**src/rtl/msrv32_instruction_mux.sv**
```systemverilog
// msrv32_instruction_mux
// Front end of the decode stage. It registers either the fetched instruction
// or a canonical NOP (on flush), then splits the registered word into the
// RV32 fields that the decoder, the register file and the immediate generator
// use.
//
// Ports:
//   ms_riscv32_mp_clk_in   - system clock, rising edge
//   ms_riscv32_mp_rst_in   - asynchronous reset, active high; loads NOP_INSTR
//   flush_in               - 1 = replace the incoming word with NOP_INSTR
//   ms_risc32_mp__instr_in - fetched 32-bit instruction
//   opcode_out   [6:0]     - instr[6:0]
//   rdaddr_out   [4:0]     - instr[11:7]
//   funct3_out   [2:0]     - instr[14:12]
//   rs1addr_out  [4:0]     - instr[19:15]
//   rs2addr_out  [4:0]     - instr[24:20]
//   funct7_out   [6:0]     - instr[31:25]
//   csr_addr_out [11:0]    - instr[31:20]
//   instr_out    [31:7]    - instr[31:7], source bits for the immediate generator
module msrv32_instruction_mux #(
  parameter logic [31:0] NOP_INSTR = 32'h0000_0013
) (
  input  logic        ms_riscv32_mp_clk_in,
  input  logic        ms_riscv32_mp_rst_in,
  input  logic        flush_in,
  input  logic [31:0] ms_risc32_mp__instr_in,
  output logic [6:0]  opcode_out,
  output logic [4:0]  rdaddr_out,
  output logic [2:0]  funct3_out,
  output logic [4:0]  rs1addr_out,
  output logic [4:0]  rs2addr_out,
  output logic [6:0]  funct7_out,
  output logic [11:0] csr_addr_out,
  output logic [31:7] instr_out
);

  logic [31:0] instr_d;
  logic [31:0] instr_q;

  // Flush takes priority, so the fetched word is ignored (it may be X) while
  // flush_in is high.
  always_comb begin
    instr_d = ms_risc32_mp__instr_in;
    if (flush_in) begin
      instr_d = NOP_INSTR;
    end
  end

  always_ff @(posedge ms_riscv32_mp_clk_in or posedge ms_riscv32_mp_rst_in) begin
    if (ms_riscv32_mp_rst_in) begin
      instr_q <= NOP_INSTR;
    end else begin
      instr_q <= instr_d;
    end
  end

  // Every output is a slice of the register, so no input reaches an output
  // combinationally. The CSR field overlaps funct7/rs2 on purpose.
  assign opcode_out   = instr_q[6:0];
  assign rdaddr_out   = instr_q[11:7];
  assign funct3_out   = instr_q[14:12];
  assign rs1addr_out  = instr_q[19:15];
  assign rs2addr_out  = instr_q[24:20];
  assign funct7_out   = instr_q[31:25];
  assign csr_addr_out = instr_q[31:20];
  assign instr_out    = instr_q[31:7];

endmodule

```
**config.mk**
```make
export PLATFORM = sky130hd
export DESIGN_NAME = msrv32_instruction_mux
export DESIGN_NICKNAME = d
export VERILOG_FILES = /design/src/rtl/msrv32_instruction_mux.sv
export SDC_FILE = /design/constraint.sdc
export NUM_CORES = 1
export LEC_CHECK = 0
export ABC_AREA = 0
export CAP_MARGIN = 25
export CORE_MARGIN = 5
export CORE_UTILIZATION = 33
export DETAILED_ROUTE_END_ITERATION = 6
export PLACE_DENSITY_LB_ADDON = 0.25
export SETUP_SLACK_MARGIN = 0.02
export SYNTH_ARGS = -nofsm -noshare
export SYNTH_HDL_FRONTEND = slang
export SYNTH_SLANG_ARGS = --single-unit
```
**constraint.sdc**
```tcl
create_clock -name ms_riscv32_mp_clk_in -period 1.16 [get_ports ms_riscv32_mp_clk_in]
set_input_delay 0.174 -clock ms_riscv32_mp_clk_in [delete_from_list [all_inputs] [get_ports ms_riscv32_mp_clk_in]]
set_output_delay 0.174 -clock ms_riscv32_mp_clk_in [all_outputs]
set_load 0.01 [all_outputs]
```
[Word level (Yosys, flattened, before mapping)]
Cells that the tools add are included.
Cells by class
  mux-type cells: 1
Operators by type and width (count)
  32-bit two-way mux: 1
Word-level totals
  input bits: 35
  output and inout bits: 69
  register bits after elaboration: 32

[Depth between registers and ports, before layout]
  depth in word-level cells: 1
  mapped depth: 2
  gate-level depth less buffers: 1

[Least setup slack after synthesis]
OpenSTA, ideal clock, no wires.
  path type: register to output
  start: register instr_q[25]
  end: output funct7_out[0]
  data arrival time: 0.553 ns
  slack: 0.433 ns
  stages on the path, launching flop included: 2
  path buffers: 1
  data required time: 0.986 ns
  cell sequence: dfrtp_1 buf_4
RTL lines
  from (decl): line 38  | logic [31:0] instr_q;
  from (signal assigned): line 53  | instr_q <= instr_d;
  to (decl): line 32  | output logic [6:0] funct7_out,
No word-level cell between the ends.

[Final worst setup path]
  start: register instr_q[22]
  end: output instr_out[22] (netlist bit)
RTL lines
  to (decl): line 34  | output logic [31:7] instr_out
No word-level cell between the ends.

==> insert_results.sql <==
INSERT INTO impl_metrics (metric_group, metric, value, unit) VALUES
('outcome', 'outcome', 'finished, final reports clean', ''),
('synth', 'post_synth_inst_count', '105', ''),
('pwr', 'total_leakage_power', '0.00101', 'uW'),
('synth', 'ys_seq_area_frac', '0.615', ''),
('place', 'numPortBuffers', '103', ''),
('synth', 'ys.warnings.count', '0', ''),
('worst_setup_path', 'worst_path_max_delay_cell', 'dfrtp_1', ''),
('global_route', 'globalRoute.totalOverflow', '0', ''),
('worst_setup_path', 'critical_path.n_buffers_inverters', '1', ''),
('floorplan', 'die_x', '72.9', 'um'),
('synth', 'syn-mean-instance-area', '12.5', 'um^2'),
('worst_setup_path', 'worstPathMaxFanout', '3', ''),
('floorplan', 'initial_core_util', '0.349', ''),
('sta', 'timing.max_slew.rel_slack', '0.885', ''),
('synth', 'postSynthNetCount', '140', ''),
('place', 'dpl-instance-area', '2150', 'um^2'),
('cts', 'cts_htree_levels', '2', ''),
('detailed_routing', 'routed_wire_length_per_instance', '13.7', 'um'),
('place', 'globalplace.congestion', '0.712', ''),
('detailed_routing', 'postRouteWirelength', '3120', 'um'),
('final_layout', 'largest_register', 'instr_q', ''),
('min_path', 'worst_hold_path_type', 'input port to asynchronous set/reset pin', ''),
('flow_run', 'count_of_maximum_capacitance_violations', '0', ''),
('pwr', 'comb_power_share', '0.178', ''),
('pwr', 'netSwitchingPower', '594', 'uW'),
('pwr', 'vdd_drop_max', '0.931', 'mV'),
('worst_setup_path', 'critPathLaunch', 'instr_q[22]', ''),
('cts', 'numCtsBuffers', '5', ''),
('synth', 'synth_top_area_frac', '0.555', ''),
('synth', 'ys_types', '8', ''),
('final_layout', 'n_antenna_cell', '0', ''),
('final_layout', 'register_cell_area_after_layout', '805', 'um^2'),
('synth', 'post_synthesis_cell_area', '1310', 'um^2'),
('pwr', 'p_seq_frac', '0.480', ''),
('floorplan', 'core', '3740', 'um^2'),
('cts', 'cts_num_sinks', '32', ''),
('final_layout', 'finish.utilization', '0.587', ''),
('detailed_routing', 'detail_route.vias_per_cell', '3.92', ''),
('global_route', 'grt_antenna_before_repair', '0', ''),
('synth', 'yosysTopAreaCell', 'dfrtp_1', ''),
('sta', 'grt_setup_unrepaired', 'true', ''),
('worst_setup_path', 'critical_path.cell_chain', 'dlygate4sd2_1', ''),
('cts', 'postCtsResizedCells', '105', ''),
('worst_setup_path', 'crit_path_max_incr_delay', '0.39', 'ns'),
('pwr', 'intPower', '1920', 'uW'),
('global_route', 'grt_pass1_vias', '962', ''),
('detailed_routing', 'detailroute.via_count', '890', ''),
('sta', 'finalMaxSlewViolations', '0', ''),
('sta', 'max_slew.worst_pin.slew', '0.172', 'ns'),
('sta', 'fin_crit_sh', '0.968', ''),
('global_route', 'wire_length_of_the_first_global_routing_pass', '4910', 'um'),
('sta', 'timing.hold.ws', '0.243', 'ns'),
('cts', 'cts.reportedPaths.clkPinSlew', '0.07', 'ns'),
('sta', 'post-route-min-period', '1.12', 'ns'),
('worst_setup_path', 'critPathTopFamily', 'flip-flops', ''),
('worst_setup_path', 'timing_worst_setup_path_type', 'flop to primary output', ''),
('worst_setup_path', 'worst_setup_path_end_kind', 'primary output', ''),
('sta', 'final-hold-violation-count', '0', ''),
('final_layout', 'largest_register_ffs', '32', ''),
('detailed_routing', '1st_pass_router_iterations', '3', ''),
('pwr', 'switching_share', '0.236', ''),
('place', 'dpl.cell_count', '219', ''),
('detailed_routing', 'detail_route.drc_violations', '0', ''),
('floorplan', 'row_count', '22', ''),
('global_route', 'grt_start_max_net_pins', '33', ''),
('cts', 'tritoncts', 'yes', ''),
('final_layout', 'top_regs', 'instr_q (32)', ''),
('cts', 'clock_tree.root_cell', 'clkbuf_8', ''),
('detailed_routing', 'postRouteAntennaNets', '0', ''),
('cts', 'clockBufferDepth', '2', ''),
('pwr', 'power-per-cell-area', '1150', 'nW/um^2');
stage by stage:
stage / setup WS (ns) / setup TNS, ns / total power (uW)
after floorplan: 0.300 / 0 / 1450
after global placement: -0.0342 / -0.102 / 1750
after detailed placement: -0.0450 / -0.121 / 1760
after CTS: 0.0179 / 0 / 2550
after global routing: -0.0218 / -0.0420 / 2650
final: 0.0369 / 0 / 2520
worst max-delay path by stage:
stage | slack, ns | depth (start not counted) | endpoint
final | 0.04 | 1 | instr_out[22]
after detailed placement | -0.04 | 1 | opcode_out[4]
after floorplan | 0.30 | 1 | instr_q[10]
after global routing | -0.02 | 1 | instr_out[22]
after global placement | -0.03 | 1 | opcode_out[4]
after CTS | 0.02 | 1 | funct7_out[3]
layout make-up:
| type | count | share of cell area |
|---|---|---|
| multi-input cells | 32 | 0.0911 |
| inverters | 1 | 0.00171 |
| repair buffers | 106 | 0.472 |
| clock inverters | 2 | 0.00455 |
| flip-flops and latches | 32 | 0.366 |
| well taps | 48 | 0.0273 |
| clock buffers | 6 | 0.0376 |
Yosys cell counts:
library cell and count:
buf_4 37, dfrtp_1 29, nor2b_1 29, dfstp_2 3, or2_1 3, buf_2 2
buf_6 1, inv_1 1
cell families after synthesis:
group / share of synthesized area
buffers and inverters: 0.232
DFF: 0.615
and+or+nand+nor: 0.153
power groups by stage:
| stage | sequential (uW) | clock, uW | combinational (uW) |
|---|---|---|---|
| 6_report | 1210 | 860 | 449 |
| 2_1_floorplan | 1260 | 0 | 198 |
| 3_5_place_dp | 1230 | 0 | 529 |
| 3_3_place_gp | 1220 | 0 | 524 |
| 4_1_cts | 1210 | 890 | 451 |
| 5_1_grt | 1220 | 947 | 485 |
layer usage:
layer / global-route usage / vias to the layer above / wire length [um]
met1: 0.114 / 422 / 921
met5: 0 / - / 0
met2: 0.236 / 43 / 1870
met3: 0.0551 / 6 / 264
met4: 0.0574 / 0 / 70
li1: - / 419 / -
cell usage in the layout, fill, tap and decap left out:
cell type / count
clkdlybuf4s50_1: 34
dfrtp_1: 29
or2_1: 3
dfstp_2: 3
buf_2: 3
buf_12: 2
dlygate4sd2_1: 5
clkbuf_8: 6
clkbuf_2: 4
buf_4: 1
clkinv_2: 2
inv_1: 1
nor2b_1: 29
clkdlybuf4s15_1: 57
Note: power is estimated with default switching activity, not from simulation.
